**src/rtl/insn_encoder_loader.sv**
```systemverilog
// Packs instruction fields into 32-bit R/I/JI/JII words and streams them into
// instruction memory, one word per accepted request, from a session start address.
module insn_encoder_loader #(
  parameter int ADDR_W    = 12,
  parameter int MAX_WORDS = 4096
) (
  input  logic              clock,
  input  logic              reset,
  input  logic              start,
  input  logic [ADDR_W-1:0] start_addr,
  input  logic              in_valid,
  output logic              in_ready,
  input  logic [3:0]        in_kind,
  input  logic [4:0]        in_rd,
  input  logic [4:0]        in_rs,
  input  logic [4:0]        in_rt,
  input  logic [4:0]        in_shamt,
  input  logic [4:0]        in_aluop,
  input  logic [16:0]       in_imm,
  input  logic [26:0]       in_target,
  output logic              imem_we,
  output logic [ADDR_W-1:0] imem_addr,
  output logic [31:0]       imem_wdata,
  output logic [ADDR_W:0]   words,
  output logic              done,
  output logic              err
);

  typedef enum logic [1:0] {S_IDLE, S_RUN, S_DONE, S_ERR} state_t;

  state_t            state_reg, state_next;
  logic [ADDR_W-1:0] wr_ptr_reg, wr_ptr_next;
  logic [ADDR_W:0]   words_reg, words_next;
  logic              we_reg, we_next;
  logic [ADDR_W-1:0] addr_reg, addr_next;
  logic [31:0]       wdata_reg, wdata_next;
  logic [31:0]       enc_word;

  localparam logic [ADDR_W:0] LAST_COUNT = (ADDR_W+1)'(MAX_WORDS);

  // Field packing by instruction kind; kinds 12-15 never reach the write path.
  always_comb begin
    enc_word = 32'h0;
    unique case (in_kind)
      4'd0:  enc_word = {5'b00000, in_rd, in_rs, in_rt, in_shamt, in_aluop, 2'b00};
      4'd1:  enc_word = {5'b00101, in_rd, in_rs, in_imm};
      4'd2:  enc_word = {5'b00111, in_rd, in_rs, in_imm};
      4'd3:  enc_word = {5'b01000, in_rd, in_rs, in_imm};
      4'd4:  enc_word = {5'b00010, in_rd, in_rs, in_imm};
      4'd5:  enc_word = {5'b00110, in_rd, in_rs, in_imm};
      4'd6:  enc_word = {5'b00001, in_target};
      4'd7:  enc_word = {5'b00011, in_target};
      4'd8:  enc_word = {5'b00100, in_rd, 22'h0};
      4'd9:  enc_word = {5'b10110, in_target};
      4'd10: enc_word = {5'b10101, in_target};
      4'd11: enc_word = {5'b01001, in_rd, in_rs, in_imm};
      default: enc_word = 32'h0;
    endcase
  end

  always_comb begin
    state_next  = state_reg;
    wr_ptr_next = wr_ptr_reg;
    words_next  = words_reg;
    we_next     = 1'b0;
    addr_next   = addr_reg;
    wdata_next  = wdata_reg;
    case (state_reg)
      S_RUN: begin
        if (in_valid) begin
          if (in_kind == 4'd15) begin
            state_next = S_DONE;
          end else if (in_kind >= 4'd12) begin
            state_next = S_ERR;
          end else begin
            we_next     = 1'b1;
            addr_next   = wr_ptr_reg;
            wdata_next  = enc_word;
            wr_ptr_next = wr_ptr_reg + ADDR_W'(1);
            words_next  = words_reg + (ADDR_W+1)'(1);
            // The final word is still written; the session closes on the same edge.
            if (words_next == LAST_COUNT) state_next = S_DONE;
          end
        end
      end
      default: begin
        if (start) begin
          state_next  = S_RUN;
          wr_ptr_next = start_addr;
          words_next  = '0;
        end
      end
    endcase
  end

  always_ff @(posedge clock) begin
    if (reset) begin
      state_reg  <= S_IDLE;
      wr_ptr_reg <= '0;
      words_reg  <= '0;
      we_reg     <= 1'b0;
      addr_reg   <= '0;
      wdata_reg  <= 32'h0;
    end else begin
      state_reg  <= state_next;
      wr_ptr_reg <= wr_ptr_next;
      words_reg  <= words_next;
      we_reg     <= we_next;
      addr_reg   <= addr_next;
      wdata_reg  <= wdata_next;
    end
  end

  assign in_ready   = (state_reg == S_RUN);
  assign imem_we    = we_reg;
  assign imem_addr  = addr_reg;
  assign imem_wdata = wdata_reg;
  assign words      = words_reg;
  assign done       = (state_reg == S_DONE);
  assign err        = (state_reg == S_ERR);

endmodule
```
**config.mk**
```make
export PLATFORM = sky130hd
export DESIGN_NAME = insn_encoder_loader
export DESIGN_NICKNAME = d
export VERILOG_FILES = /design/src/rtl/insn_encoder_loader.sv
export SDC_FILE = /design/constraint.sdc
export NUM_CORES = 1
export LEC_CHECK = 0
export ABC_AREA = 1
export BUFFER_PORTS_ARGS = -buffer_cell sky130_fd_sc_hd__buf_2
export CORE_UTILIZATION = 44
export DETAILED_ROUTE_END_ITERATION = 6
export PLACE_DENSITY = 0.73
export SLEW_MARGIN = 20
export SYNTH_ARGS = -nofsm -noshare
export SYNTH_HDL_FRONTEND = slang
export SYNTH_SLANG_ARGS = --single-unit
export TNS_END_PERCENT = 20
```
**constraint.sdc**
```tcl
create_clock -name clock -period 1.6 [get_ports clock]
set_input_delay 0.32 -clock clock [delete_from_list [all_inputs] [get_ports clock]]
set_output_delay 0.32 -clock clock [all_outputs]
set_load 0.01 [all_outputs]
```
**Yosys cells after proc, flatten, opt, wreduce, memory -nomap -nowiden**

Cells that the tools add are included.

- Register bits after elaboration: 72
- Output and inout bits: 61
- Logic and storage cells: 57
- Input port bits: 89

- Reduce and logical (&&, ||, !) cells: 6
- Add/sub/neg operators: 2
- Equal/unequal tests: 20
- Muxes and demuxes: 18
- Bitwise operators: 4
- $lt $le $gt $ge: 1

Operator list:

| kind | count |
|---|---|
| $pmux 32 s12 | 1 |
| $mux 13 | 5 |
| $mux 12 | 5 |
| $eq 4x4->1 const B | 5 |
| $eq 4x3->1 const B | 4 |
| $add 13x1->13 const B | 1 |
| $eq 13x13->1 const B | 1 |
| $add 12x1->12 const B | 1 |
| $mux 2 | 6 |
| $eq 4x2->1 const B | 2 |
| $reduce_and 4->1 | 2 |
| $ne 2x2->1 const B | 3 |
| $eq 2x2->1 const B | 2 |
| $eq 4x1->1 const B | 1 |
| $ge 4x4->1 const B | 1 |
| $logic_not 4->1 | 1 |
| $ne 4x1->1 const B | 1 |
| $not 1->1 | 4 |
| $reduce_or 4->1 | 1 |
| $reduce_and 3->1 | 1 |
| $eq 2x1->1 const B | 1 |
| $reduce_bool 2->1 | 1 |
| $mux 1 | 1 |

**Longest topological paths before layout**

- Depth in word-level cells: 7
- Gate-level depth with buffers: 13
- Mapped depth without buffers: 13

**Worst setup path after synthesis**

Ideal clock, no wire load.

- Path kind: flip-flop to flip-flop
- Start: register words_reg[0] (netlist: words[0])
- End: register state_reg[0]
- Data required time: 1469 ps
- Stages on the path, launching flop included: 13
- Arrival time: 1704 ps
- Path slack: -235 ps
- Path through: dfxtp_1 > ha_1 > nand2_1 > nor2_2 > nand2_1 > nand2_1 > nand2_1 > nor2_2 > nand2_2 > o21bai_4 > nand2_1 > nand2_1 > a21oi_2

- Cells in the longest elaborated chain, start to end: 4

RTL lines:

| item | line | RTL |
|---|---|---|
| from (decl) | 33 | `logic [ADDR_W:0] words_reg, words_next;` |
| from (signal assigned) | 107 | `words_reg <= words_next;` |
| $add 13x1->13 | 80 | `words_next = words_reg + (ADDR_W+1)'(1);` |
| $eq 13x13->1 | 82 | `if (words_next == LAST_COUNT) state_next = S_DONE;` |
| $ne 4x1->1 (no line) | -- |  |
| $reduce_and 3->1 (no line) | -- |  |
| to (signal assigned) | 105 | `state_reg <= state_next;` |
| to (decl) | 31 | `state_t state_reg, state_next;` |

Every way passes these cells.
A chain may end at the register's enable or synchronous reset.

**Worst setup path after layout**

- Start: register words_reg[0] (netlist: words[0])
- End: register state_reg[1]

The elaborated chain is that of the path after synthesis.

==> results by group <==
Logic synthesis
  • Synth area leaders: dfxtp_1 38%, nand2_1 11%, a21oi_1 7.8%, o21ai_0 5.7%, inv_1 5.3%
  • Post-synth EDFFs: 0
  • Ys async rst share: 0%
  • Syn_nets: 625
  • Synthesized instance count: 533
  • Ys Warns: 0
  • Synth Register Bits: 72
  • Unique masters post-synth: 42
  • Post-synth top area share: 38.2%
  • Synth Flop Type: dfxtp_1
  • Sequential share of the synthesized area: 38.2%
  • Post-synthesis instance area: 3770 sq um
  • Avg Synthesized Cell Area: 7.07 sq um
  • Area leader, netlist: dfxtp_1

Global routing
  • Global-route met1 utilization: 30.7%
  • GRT met3 Usage: 6.68%
  • Initial antenna violation count: 0
  • Number of global-route vias before repair: 3,973
  • Global-route wire length before repair: 18,100 um
  • Global Route met2 Usage: 44.4%
  • Global route total overflow: 0
  • GR peak layer: met2
  • Total GRT Usage: 25.6%
  • Largest net degree at the start of global routing: 71

Final layout
  • Fillers: 748
  • Max reg flops: 32
  • # nets final: 799
  • Share of layout cells above drive strength 1: 37.2%
  • Final instance area: 5270 sq um
  • Layout area overhead: 39.8%
  • Most common cell after layout, fill and taps aside: buf_2
  • Diodes inserted: 0
  • Commonest non-fill, non-tap cells in the layout: 149 x buf_2, 109 x nand2_1, 61 x dfxtp_1

Timing
  • RSZ-0062 raised after global routing: yes
  • Tcrit/Tclk final: 104%
  • Tmin final: 1.67 ns
  • Clk_skew: 0.0136 ns
  • Count of final setup violators: 2
  • Final worst setup slack: -0.0711 ns
  • Worst hold slack: 0.189 ns
  • Worst slew pin tran: 0.724 ns
  • Fin. Hold Viols: 0
  • Slew HR: 51.7%
  • F_max: 0.598 GHz
  • Slew Viols, Final: 0

Clock network
  • Number of buffers created by CTS: 9
  • Root Driver: clkbuf_8
  • CTS clk-pin slew, worst paths: 0.09 ns
  • CTS max path bufs: 2
  • # clock sinks: 72
  • Clk_lat worst skew: 0.35 ns
  • CTS H-tree lvls: 3
  • CTS tree: built

Critical path
  • Crit end category: flip-flop
  • Critical Path RT: 1.83 ns
  • Worst setup SP type: flip-flop
  • CP arrival: 1.90 ns
  • Setup Crit Path Kind: reg -> reg
  • Crit Path Max Fanout: 5

Routing
  • Routed Antenna Nets: 0
  • Drc violations: 0
  • Via count: 4,274
  • Drt first-iter violations: 117
  • Avg Vias per Cell: 5.23
  • DR WL/cell: 13.5 um
  • Drt first pass iters: 5
  • Routed wire length: 11,000 um

Floorplan
  • Top Ports: 150
  • Chip width: 94.6 um
  • Core ar.: 8260 sq um
  • Die Span Y: 94.6 um
  • Die area: 8940 sq um
  • Initial Util: 45.7%
  • Cell row count: 33

Outcome
  • Violated checks: setup timing
  • Outcome: finished, violations left

Place
  • PortBufs: 149
  • Dpl hpwl: 8080 um
  • Placer Congestion: 0.906
  • Post-DP Area: 4900 sq um

Power
  • P per Cell Area: 974 nW/um^2
  • Leak Pwr: 2.60 nW
  • Worst IR Drop VDD: 0.724 mV
  • Power, Total: 0.00513 W

Flow run
  • Max Cap Viol: 0

Min path
  • Hold crit path type: in -> reg
cells in the mapped netlist (all sizes together) (5+ instances only):
master	count
a21oi	62
a22oi	12
a31o	6
buf	16
clkbuf	10
dfxtp	72
inv	61
nand2	118
nand3	22
nand4	5
nor2	57
o211ai	17
o21ai	46
worst max-delay path: stages, from the launching register on:
cell	delay (ns)
dfxtp_4	0.39
ha_4	0.17
nand2_4	0.09
nor2_4	0.15
nand3_2	0.08
nand2_1	0.06
nand2_1	0.06
inv_2	0.07
nand3_4	0.09
o21bai_4	0.17
nand2_2	0.08
nand2_1	0.08
a21oi_2	0.05
per-stage QoR:
step / util, % / setup slack (ns) / TNS [ns] / instances
after global routing: 63.8 / -0.177 / -0.561 / 817
after floorplan: - / 0.000448 / 0 / 533
after CTS: 63.2 / -0.00954 / -0.00954 / 816
after global placement: 59.4 / -0.0401 / -0.151 / 798
final: 63.8 / -0.0711 / -0.141 / 817
after detailed placement: 59.4 / -0.0943 / -1.68 / 798
where the power goes:
| part | total, W | leakage (nW) | switching, W | internal (W) |
|---|---|---|---|---|
| Clock | 0.00189 | 0.126 | 0.000702 | 0.00119 |
| Sequential | 0.00207 | 0.593 | 0.000117 | 0.00196 |
| Combinational | 0.00117 | 1.88 | 0.000658 | 0.000511 |
metal layers:
layer	part of all wire [%]	routed length, um
met3	6.6	730
met2	50	5490
met5	0	0
met4	1.6	171
met1	42	4620
logic make-up (layout without fill, tap and decap cells):
kind of cell    count (synthesis)  in the layout  share of synthesized area [%]
compound gates                159            159                           25.6
xor+xnor                        4              4                          0.929
buf+inv                        88            267                           9.69
flops                          72             72                           38.2
fa+ha+maj                       3              3                          0.996
simple gates                  207            207                           24.5
final cells by class:
| class | instances | area (sq um) | area share [%] |
|---|---|---|---|
| multi-input cells | 373 | 2040 | 38.6 |
| repair buffers | 189 | 1140 | 21.7 |
| well taps | 105 | 131 | 2.49 |
| clock buffers | 10 | 128 | 2.42 |
| clock inverters | 6 | 133 | 2.52 |
| inverters | 62 | 235 | 4.46 |
| flip-flops and latches | 72 | 1470 | 27.8 |
what timing repair did:
action / CTS / global route
resized for setup: 12 / 16
buffers inserted: 2 / 1
hold endpoints to repair: 0 / 0
hold buffers: 0 / 0
pin swaps: 10 / 6
endpoints found under the setup margin: 3 / 17
path summary, 6_finish.rpt:
kind | start | end | slack (ns) | cells after the start
min reg2reg | imem_wdata[30] | imem_wdata[30] | 0.49 | 2
max | words[0] | state_reg[1] | -0.07 | 12
max reg2reg | words[0] | state_reg[1] | -0.07 | 12
min | start_addr[0] | wr_ptr_reg[0] | 0.19 | 3
Power figures use the tool's default switching activity.
